$ cat src/rtl/mips_pkg.sv
// Shared MIPS encoding definitions: operation selects, opcode/funct fields,
// and the program-loader FSM state type. The ST_PAD state exists only when
// IMEM_HALT_PAD_EN is defined.
package mips_pkg;

    typedef enum logic [3:0] {
        OPS_ADD  = 4'd0,
        OPS_SUB  = 4'd1,
        OPS_AND  = 4'd2,
        OPS_OR   = 4'd3,
        OPS_SLT  = 4'd4,
        OPS_ADDI = 4'd5,
        OPS_ANDI = 4'd6,
        OPS_BEQ  = 4'd7,
        OPS_BNE  = 4'd8,
        OPS_LW   = 4'd9,
        OPS_SW   = 4'd10,
        OPS_J    = 4'd11
    } op_sel_e;

    localparam logic [5:0] OP_RTYPE = 6'b000000;
    localparam logic [5:0] OP_ADDI  = 6'b001000;
    localparam logic [5:0] OP_ANDI  = 6'b001100;
    localparam logic [5:0] OP_BEQ   = 6'b000100;
    localparam logic [5:0] OP_BNE   = 6'b000101;
    localparam logic [5:0] OP_J     = 6'b000010;
    localparam logic [5:0] OP_LW    = 6'b100011;
    localparam logic [5:0] OP_SW    = 6'b101011;

    localparam logic [5:0] FN_ADD = 6'b100000;
    localparam logic [5:0] FN_SUB = 6'b100010;
    localparam logic [5:0] FN_AND = 6'b100100;
    localparam logic [5:0] FN_OR  = 6'b100101;
    localparam logic [5:0] FN_SLT = 6'b101010;

    typedef enum logic [1:0] {
        ST_IDLE = 2'd0,
        ST_LOAD = 2'd1,
`ifdef IMEM_HALT_PAD_EN
        ST_PAD  = 2'd2,
`endif
        ST_DONE = 2'd3
    } state_e;

    // J-format word; also used to build halt self-loops.
    function automatic logic [31:0] j_word(input logic [25:0] tgt);
        return {OP_J, tgt};
    endfunction

endpackage

$ cat src/rtl/instr_encoder.sv
// Combinational encoder: symbolic instruction fields -> 32-bit MIPS word.
// Unknown operation selects encode as a nop (all zeros) and raise illegal_o.
module instr_encoder
    import mips_pkg::*;
(
    input  logic [3:0]  op_sel_i,
    input  logic [4:0]  rs_i,
    input  logic [4:0]  rt_i,
    input  logic [4:0]  rd_i,
    input  logic [15:0] imm_i,
    input  logic [25:0] target_i,
    output logic [31:0] word_o,
    output logic        illegal_o
);

    // Field packing by instruction format; fields pass through unmodified.
    always_comb begin
        word_o    = '0;
        illegal_o = 1'b0;
        case (op_sel_i)
            OPS_ADD:  word_o = {OP_RTYPE, rs_i, rt_i, rd_i, 5'd0, FN_ADD};
            OPS_SUB:  word_o = {OP_RTYPE, rs_i, rt_i, rd_i, 5'd0, FN_SUB};
            OPS_AND:  word_o = {OP_RTYPE, rs_i, rt_i, rd_i, 5'd0, FN_AND};
            OPS_OR:   word_o = {OP_RTYPE, rs_i, rt_i, rd_i, 5'd0, FN_OR};
            OPS_SLT:  word_o = {OP_RTYPE, rs_i, rt_i, rd_i, 5'd0, FN_SLT};
            OPS_ADDI: word_o = {OP_ADDI, rs_i, rt_i, imm_i};
            OPS_ANDI: word_o = {OP_ANDI, rs_i, rt_i, imm_i};
            OPS_BEQ:  word_o = {OP_BEQ, rs_i, rt_i, imm_i};
            OPS_BNE:  word_o = {OP_BNE, rs_i, rt_i, imm_i};
            OPS_LW:   word_o = {OP_LW, rs_i, rt_i, imm_i};
            OPS_SW:   word_o = {OP_SW, rs_i, rt_i, imm_i};
            OPS_J:    word_o = j_word(target_i);
            default: begin
                word_o    = '0;
                illegal_o = 1'b1;
            end
        endcase
    end

endmodule

$ cat src/rtl/imem_program_loader.sv
// Instruction-memory program loader. Encodes a stream of symbolic
// instructions and writes them to imem from address 0, holding the CPU in
// reset until the program is complete.
// Build option: IMEM_HALT_PAD_EN fills the unused tail of imem with
// "j self" halt loops after the last instruction.
module imem_program_loader
    import mips_pkg::*;
#(
    parameter int DEPTH = 64,
    parameter int AW    = 6
) (
    input  logic          clk,
    input  logic          reset,
    input  logic          start,
    input  logic          in_valid,
    output logic          in_ready,
    input  logic          in_last,
    input  logic [3:0]    op_sel,
    input  logic [4:0]    rs,
    input  logic [4:0]    rt,
    input  logic [4:0]    rd,
    input  logic [15:0]   imm,
    input  logic [25:0]   target,
    output logic          imem_we,
    output logic [AW-1:0] imem_addr,
    output logic [31:0]   imem_wdata,
    output logic          cpu_hold,
    output logic          done,
    output logic          err_illegal,
    output logic          err_overflow
);

    if (AW != $clog2(DEPTH)) begin : g_bad_aw
        $error("AW must equal clog2(DEPTH)");
    end

    // One extra pointer bit so "full" (ptr == DEPTH) is representable
    // without wrapping.
    localparam logic [AW:0] DEPTH_C = (AW+1)'(DEPTH);
    localparam logic [AW:0] PTR_ONE = {{AW{1'b0}}, 1'b1};
`ifdef IMEM_HALT_PAD_EN
    localparam logic [AW:0] LAST_C  = (AW+1)'(DEPTH - 1);
`endif

    state_e        state_q, state_d;
    logic [AW:0]   ptr_q, ptr_d;
    logic          we_q, we_d;
    logic [AW-1:0] addr_q, addr_d;
    logic [31:0]   wdata_q, wdata_d;
    logic          ill_q, ill_d;
    logic          ovf_q, ovf_d;
    logic          done_q, done_d;
    logic          hold_q, hold_d;
    logic          rdy_c;
    logic          full_c;
    logic [31:0]   enc_word;
    logic          enc_ill;

    instr_encoder u_enc (
        .op_sel_i  (op_sel),
        .rs_i      (rs),
        .rt_i      (rt),
        .rd_i      (rd),
        .imm_i     (imm),
        .target_i  (target),
        .word_o    (enc_word),
        .illegal_o (enc_ill)
    );

    assign full_c = (ptr_q == DEPTH_C);

    // Next-state logic: beat acceptance, write generation, padding, errors.
    always_comb begin
        state_d = state_q;
        ptr_d   = ptr_q;
        we_d    = 1'b0;
        addr_d  = addr_q;
        wdata_d = wdata_q;
        ill_d   = ill_q;
        ovf_d   = ovf_q;
        rdy_c   = 1'b0;
        case (state_q)
            ST_IDLE, ST_DONE: begin
                if (start) begin
                    state_d = ST_LOAD;
                    ptr_d   = '0;
                    ill_d   = 1'b0;
                    ovf_d   = 1'b0;
                end
            end
            ST_LOAD: begin
                rdy_c = !full_c;
                if (in_valid && !full_c) begin
                    we_d    = 1'b1;
                    addr_d  = ptr_q[AW-1:0];
                    wdata_d = enc_word;
                    ptr_d   = ptr_q + PTR_ONE;
                    if (enc_ill) begin
                        ill_d = 1'b1;
                    end
                    if (in_last) begin
`ifdef IMEM_HALT_PAD_EN
                        state_d = (ptr_q == LAST_C) ? ST_DONE : ST_PAD;
`else
                        state_d = ST_DONE;
`endif
                    end
                end else if (in_valid && full_c) begin
                    // Program longer than imem: flag it and stop, no write.
                    ovf_d   = 1'b1;
                    state_d = ST_DONE;
                end
            end
`ifdef IMEM_HALT_PAD_EN
            ST_PAD: begin
                we_d    = 1'b1;
                addr_d  = ptr_q[AW-1:0];
                wdata_d = j_word(26'(ptr_q[AW-1:0]));
                ptr_d   = ptr_q + PTR_ONE;
                if (ptr_q == LAST_C) begin
                    state_d = ST_DONE;
                end
            end
`endif
            default: state_d = ST_IDLE;
        endcase
        // done/cpu_hold lag entry into DONE by one cycle so the final write
        // has landed before the CPU is released; a restart drops them at once.
        done_d = (state_q == ST_DONE) && (state_d == ST_DONE);
        hold_d = !done_d;
    end

    // State and output registers with synchronous reset.
    always_ff @(posedge clk) begin
        if (reset) begin
            state_q <= ST_IDLE;
            ptr_q   <= '0;
            we_q    <= 1'b0;
            addr_q  <= '0;
            wdata_q <= '0;
            ill_q   <= 1'b0;
            ovf_q   <= 1'b0;
            done_q  <= 1'b0;
            hold_q  <= 1'b1;
        end else begin
            state_q <= state_d;
            ptr_q   <= ptr_d;
            we_q    <= we_d;
            addr_q  <= addr_d;
            wdata_q <= wdata_d;
            ill_q   <= ill_d;
            ovf_q   <= ovf_d;
            done_q  <= done_d;
            hold_q  <= hold_d;
        end
    end

    assign in_ready     = rdy_c;
    assign imem_we      = we_q;
    assign imem_addr    = addr_q;
    assign imem_wdata   = wdata_q;
    assign cpu_hold     = hold_q;
    assign done         = done_q;
    assign err_illegal  = ill_q;
    assign err_overflow = ovf_q;

endmodule
$ cat config.mk
export PLATFORM = sky130hd
export DESIGN_NAME = imem_program_loader
export DESIGN_NICKNAME = d
export VERILOG_FILES = /design/src/rtl/mips_pkg.sv /design/src/rtl/instr_encoder.sv /design/src/rtl/imem_program_loader.sv
export SDC_FILE = /design/constraint.sdc
export NUM_CORES = 1
export LEC_CHECK = 0
export CELL_PAD_IN_SITES_DETAIL_PLACEMENT = 0
export CELL_PAD_IN_SITES_GLOBAL_PLACEMENT = 2
export CORE_MARGIN = 1
export CORE_UTILIZATION = 23
export DETAILED_ROUTE_END_ITERATION = 6
export HOLD_SLACK_MARGIN = 0.1
export PLACE_DENSITY_LB_ADDON = 0.1
export SLEW_MARGIN = 20
export SYNTH_ARGS = -nofsm -noshare
export SYNTH_HDL_FRONTEND = slang
export SYNTH_SLANG_ARGS = --single-unit
$ cat constraint.sdc
create_clock -name clk -period 2.21 [get_ports clk]
set_input_delay 0.442 -clock clk [delete_from_list [all_inputs] [get_ports clk]]
set_output_delay 0.442 -clock clk [all_outputs]
set_load 0.03 [all_outputs]
==> results of run 1 <==
==> timing repair <==
item,in CTS,in global routing
endpoints found under the setup margin,1,1
resized for setup,1,1
hold endpoints to repair,0,0
gates cloned,0,0
==> cell usage in the layout (no fill, tap or decap), drive strengths merged, types with 2 or more instances in the layout <==
master | netlist | layout
o2bb2ai | 26 | 26
nor2b | 6 | 6
buf | 11 | 28
o21ai | 8 | 8
a41oi | 2 | 2
a211oi | 4 | 4
dfxtp | 51 | 51
nand3 | 6 | 6
or3 | 4 | 4
nor2 | 10 | 10
inv | 11 | 11
a22oi | 16 | 16
nand2 | 19 | 19
nor3b | 8 | 8
ha | 5 | 5
o22ai | 2 | 2
clkdlybuf4s50 | 0 | 107
nand2b | 5 | 5
a221oi | 9 | 9
a21oi | 22 | 22
a22o | 3 | 3
nand4 | 2 | 2
o31ai | 3 | 3
a21o | 2 | 2
clkbuf | 6 | 6
or4 | 2 | 2
nor3 | 4 | 4
==> stage by stage <==
step | setup WS [ns] | power [uW] | util [%]
floorplan | 0.458 | 1270 | -
global placement | 0.00288 | 1550 | 37.4
detailed placement | -0.00159 | 1550 | 37.4
CTS | 0.0752 | 2150 | 38.4
global route | 0.0162 | 2240 | 38.4
finish | 0.112 | 2120 | 38.4
==> logic make-up after synthesis <==
group / count (synthesis) / synth area share (%)
buf+inv: 28 / 4.87
compound gates: 105 / 33.0
simple gates: 71 / 16.8
flops: 51 / 41.8
fa+ha+maj: 5 / 2.56
xor+xnor: 1 / 0.359
other cells: 1 / 0.154
mux: 1 / 0.461
==> routing by layer <==
| layer | share of wire, % | global-route usage, % | wire, um |
|---|---|---|---|
| met1 | 49 | 19.3 | 3860 |
| met2 | 44 | 22.0 | 3410 |
| met3 | 5.8 | 3.74 | 453 |
| met4 | 1.2 | 4.53 | 93 |
| met5 | 0 | 0 | 0 |
==> power by group through the flow <==
stage                     Combinational [uW]  Clock, uW  Sequential [uW]
after CTS                                562        624              968
after detailed placement                 562          0              989
after floorplan                          232          0             1040
after global placement                   564          0              989
final                                    557        593              968
after global routing                     604        661              973
==> worst max-delay path, cell delays in order, from the launching register on <==
cell	delay (ns)
dfxtp_1	0.40
ha_1	0.29
inv_1	0.12
a21oi_1	0.14
clkdlybuf4s15_1	0.39
==> state kept, by name, indices dropped and copies added (netlist names) <==
name and count:
err_illegal 1, imem_addr 6, ptr_q 7, imem_wdata 31, imem_we 1, cpu_hold 1, err_overflow 1, state_q 2
done 1
==> area by class of cell <==
class / instances / area share (%)
Inverter: 11 / 1.04
Multi-Input combinational cell: 184 / 32.8
Clock buffer: 6 / 2.08
Clock inverter: 2 / 0.411
Sequential cell: 51 / 25.8
Tap cell: 136 / 4.30
Timing Repair Buffer: 136 / 33.5
==> path summary, 6_finish.rpt <==
check	to	cells past startpoint
max reg2reg	ptr_q[6]	6
min	imem_wdata[27]	2
min reg2reg	imem_wdata[27]	2
max	in_ready	4
==> impl_results.md, run 1 <==
* Port Buffers at around 110
* Hold Buf Count CTS at 0
* Synth area leaders: dfxtp_1 (42%), o2bb2ai_1 (9.3%), a22oi_1 (4.9%), a21oi_1 (4.1%), a221oi_1 (3.2%)
* Worst rel slew slack at ~46%
* GP Congestion at roughly 0.74
* RSZ-0062 raised after global routing: false
* CTS tree: yes
* DPL Wire Length at 5.84 mm
* Initial antenna violation count at 0
* Setup repair bufs after CTS at 0
* Drt wl/cell at 14.9 um
* Worst skew pair latency at between 0.3 and 0.4 ns
* Number of global-route vias before repair at 2481
* Setup Total Neg Slack at 0 ns
* Total wire length at 7.82 mm
* First-pass GRT wire length at roughly 12 mm
* P_sw at 639 uW
* Max Cap Viol at 0
* Final net count at between 400 and 500
* Synth area leader: dfxtp_1
* Reg power frac at 45.7%
* Worst-case hold slack at approximately 0.46 ns
* Status: finished, final reports clean
* Top-Level Pins at between 100 and 150
* CTS clk-pin slew, worst paths at ~0.1 ns
* # rows at 37
* Initial Utilization at between 20% and 30%
* Worst clock skew at 0.00891 ns
* Yosys cell types at slightly below 50
* Count of final max-slew check failures at 0
* LEAKAGE at approximately 0.0014 uW
* Crit path time final at 2.10 ns
* WS Path Type: flop to output pin
* Hold Crit Class: flop to flop
* CTS Sinks at 51
* Placed cell areas at between 3000 and 4000 um2
* Internal Pwr Total at around 1500 uW
* Mapped Cells at about 260
* Register area at about 1000 um2
* R2r setup slk at 0.32 ns
* Filler Cell Count at ~1100
* Post-synth top area share at between 40% and 50%
* Tcrit/Tclk final at 94.9%
* Arr. time, crit path at roughly 1.7 ns
* Share of cells above drive strength 1 at between 10 and 15%
* Placed cells at around 520
* Crit. End Element: output pin
* Req. time, crit path at about 1.8 ns
* Die width at around 110 um
* Routed Antenna Nets at 0
* Clock Path Buffers at 2
* Root Buffer: clkbuf_8
* Crit Path Max Fanout at 6
* Initial DRC Count at between 100 and 150
* Worst ir drop on vdd at 0.217 mV
* Multi-input logic area at about 1300 um2
* Avg Synthesized Cell Area at just over 9 um2
* Syn Nets at ~330
* Largest net degree at the start of global routing at 27
* Cell area after synthesis at 2440 um2
* Count leader, synth: dfxtp_1
* Top_reg_cell synth: dfxtp_1
* Post-route cell area at just under 4000 um2
* All-Layer GR Usage at around 14%
* R2r startpoint: state_q[1]
* Drt pass-1 iters at 4
* Flops & latches, synth at 51
* Count of final hold-check violations at 0
* Logic pwr share at 26.3%
* Total CTS buffers at 5
* Die area at 11000 um2
* Sw Ratio at just over 30%
* Overflow after GRT at 0
* Crit. Startpoint: state_q[0]
* Core area at between 10000 and 15000 um2
* Diode count at 0
* Yosys warns at 0
* Die height at approximately 110 um
* Post-synth top cells: dfxtp_1 (51), o2bb2ai_1 (26), a21oi_1 (20), nand2_1 (19), a22oi_1 (16)
* Async S/R FF share, synth at 0%
* Number of synthesized flops with an enable pin at 0
* Sequential fraction of the synthesis area at 41.8%
* Pwr/cell area at 535 nW/um2
* DRC at 0
* DR vias/cell at about 4.7
* Max Fclk at roughly 0.48 GHz
* HP Start: imem_wdata[27]
* Vias after detailed routing at between 2000 and 2500
* Setup violations, final at 0
* Final cell count without fillers at roughly 530
* CP Launch Type: flop
* Htree depth at 2
* Clock group share of total power at 28.0%
* Slew @ Worst Pin at approximately 0.81 ns
* Area growth from synthesis to layout at 62.3%
No activity file was read; power rests on OpenSTA's default activity.
==> run 2, diff against run 1 <==
--- a/config.mk
+++ b/config.mk
@@ -12,6 +12,7 @@
 export DETAILED_ROUTE_END_ITERATION = 6
 export HOLD_SLACK_MARGIN = 0.1
 export PLACE_DENSITY_LB_ADDON = 0.1
+export SKIP_CTS_REPAIR_TIMING = 1
 export SLEW_MARGIN = 20
 export SYNTH_ARGS = -nofsm -noshare
 export SYNTH_HDL_FRONTEND = slang
==> constraint.sdc (replaced) <==
create_clock -name clk -period 2.11 [get_ports clk]
set_input_delay 0.422 -clock clk [delete_from_list [all_inputs] [get_ports clk]]
set_output_delay 0.422 -clock clk [all_outputs]
set_load 0.03 [all_outputs]
==> run 2 against run 1 <==
Net effect:
- critical path depth up 1
- setup slack improved by 0.071 ns
- global-route usage grew 0.066 points
- combinational power rose by 7.5%
- clock skew rose by 0.00061 ns
- worst hold slack gained 0.0012 ns
- total power up 3.5%
- sequential power grew 4%
==> impl_results.md, run 2 (synthesized netlist as in run 1, its figures left out) <==
* CP Cell Sequence: inv_1 -> ha_1 -> nor2b_1 -> a21oi_1 -> buf_4
* GP Congestion at 0.750 (+1.6%)
* RSZ-0062 raised after global routing: false
* Port Buffers at 108 (unchanged)
* Drt wl/cell at 15.3 um (+3.2%)
* Final Power at 2190 uW (+3.5%)
* LEAKAGE at 0.00136 uW (about the same)
* Tcrit/Tclk final at ~91%
* Slowest cell on the critical path: nor2b_1
* Initial DRC Count at 90 (-16%)
* WS Path Type: flop to output pin
* Largest net degree at the start of global routing at 27 (unchanged)
* Final cell count without fillers at 527 (+0.19%)
* Initial antenna violation count at 0 (unchanged)
* Htree depth at 2 (unchanged)
* DPL Wire Length at 5.89 mm (+0.89%)
* Die width at 105 um (unchanged)
* # rows at 37 (unchanged)
* Commonest non-fill, non-tap cell in the layout: clkdlybuf4s50_1
* Crit path time final at between 1.5 and 2 ns
* Initial Utilization at 23.6% (unchanged)
* Vias after detailed routing at 2499 (+1.6%)
* All-Layer GR Usage at 14.3% (+0.066 points)
* Placed cells at 518 (unchanged)
* CTS tree: yes
* Crit. End Element: output pin
* Multi-input logic area at 1310 um2 (+0.87%)
* Die height at 105 um (unchanged)
* Max Cap Viol at 0 (unchanged)
* Worst rel slew slack at 46.9% (+1.0 points)
* DRC at 0 (unchanged)
* First-pass GRT wire length at 12.5 mm (+0.56%)
* Drt pass-1 iters at 4 (unchanged)
* Pre-CTS WS at -0.128 ns (-0.126 ns)
* DR vias/cell at 4.74 (+1.4%)
* Register area at 1020 um2 (unchanged)
* Area growth from synthesis to layout at 62.6%
* Pwr/cell area at 552 nW/um2 (+3.3%)
* Overflow after GRT at 0 (unchanged)
* Total wire length at 8.08 mm (+3.4%)
* Diode count at 0 (unchanged)
* Total CTS buffers at 5 (unchanged)
* Hold Crit Class: flop to flop
* Clock Path Buffers at 2 (unchanged)
* Count of final hold-check violations at 0 (unchanged)
* Arr. time, crit path at 1.51 ns (-0.15 ns)
* Slew @ Worst Pin at 0.791 ns (-0.0153 ns)
* Share of cells above drive strength 1 at 12.3% (+0.22 points)
* Crit Path Max Fanout at 5 (-1)
* Core area at 10300 um2 (unchanged)
* Most frequent cells in the layout: clkdlybuf4s50_1 (107), dfxtp_1 (51), o2bb2ai_1 (26)
* Max Fclk at between 0.5 and 0.6 GHz
* Max reg flops at 31 (unchanged)
* Count of final max-slew check failures at 0 (unchanged)
* Final WS setup at 0.183 ns (+0.0706 ns)
* Worst clock skew at 0.00951 ns (+0.000605 ns)
* CP Launch Type: flop
* Worst ir drop on vdd at 0.290 mV (+34%)
* Filler Cell Count at 1070 (+0.47%)
* Worst skew pair latency at 0.30 ns (about the same)
* Top-Level Pins at 110 (unchanged)
* Setup violations, final at 0 (unchanged)
* Status: finished, final reports clean
* CTS clk-pin slew, worst paths at 0.09 ns (about the same)
* Root Buffer: clkbuf_8
* Routed Antenna Nets at 0 (unchanged)
* Setup Total Neg Slack at 0 ns (unchanged)
* CTS Sinks at 51 (unchanged)
* Crit-path max cell delay at 0.34 ns (-0.06 ns)
* Number of global-route vias before repair at 2429 (-2.1%)
* Req. time, crit path at 1.69 ns (-0.08 ns)
* Final net count at 461 (+0.22%)
* Fin util at 38.4% (+0.073 points)
* Die area at 11000 um2 (unchanged)
## run 2: layer usage
metal / vias up / GRT usage (%) / wire length, um
met3: 2 / 4.30 / 544
met1: 1155 / 19.2 / 3930
met2: 83 / 22.5 / 3560
li1: 1259 / - / -
met5: - / 0 / 0
met4: 0 / 3.32 / 44
## run 2: report_power, final
part | internal, uW | total [uW] | switching [uW] | leakage, uW
logic | 294 | 599 | 306 | 0.000905
clock network | 233 | 579 | 346 | 0.0000412
registers | 995 | 1010 | 18.5 | 0.000413
## run 2: area by class of cell
class                      count  area share [%]
timing repair buffer         136            33.7
multi-input combinational    185            33.1
sequential                    51            25.7
tap                          136            4.29
clock buffer                   6            1.83
inverter                      11            1.04
clock inverter                 2           0.315
## run 2: critical path: cells and delay by family (launching register included)
kind	cells	cell delay, ns
adder cells (fa/ha/maj)	1	0.16
AND/OR/NAND/NOR	1	0.34
buffers and inverters	2	0.26
flip-flops	1	0.32
AO/OA/AOI/OAI	1	0.12
## run 2: path summary, 6_finish.rpt
path | start | end | slack [ns] | cells after the start
hold / removal | imem_addr[5] | imem_addr[5] | 0.46 | 2
setup reg to reg | state_q[0] | imem_wdata[24] | 0.20 | 6
setup / recovery | ptr_q[0] | in_ready | 0.18 | 5
hold reg to reg | imem_addr[5] | imem_addr[5] | 0.46 | 2
## run 2: stage by stage
| stage | area, um2 | hold WS (ns) |
|---|---|---|
| after floorplan | 2440 | 0.472 |
| after global placement | 3870 | 0.444 |
| after detailed placement | 3870 | 0.445 |
| after CTS | 3960 | 0.463 |
| after global routing | 3970 | 0.478 |
| final | 3970 | 0.456 |
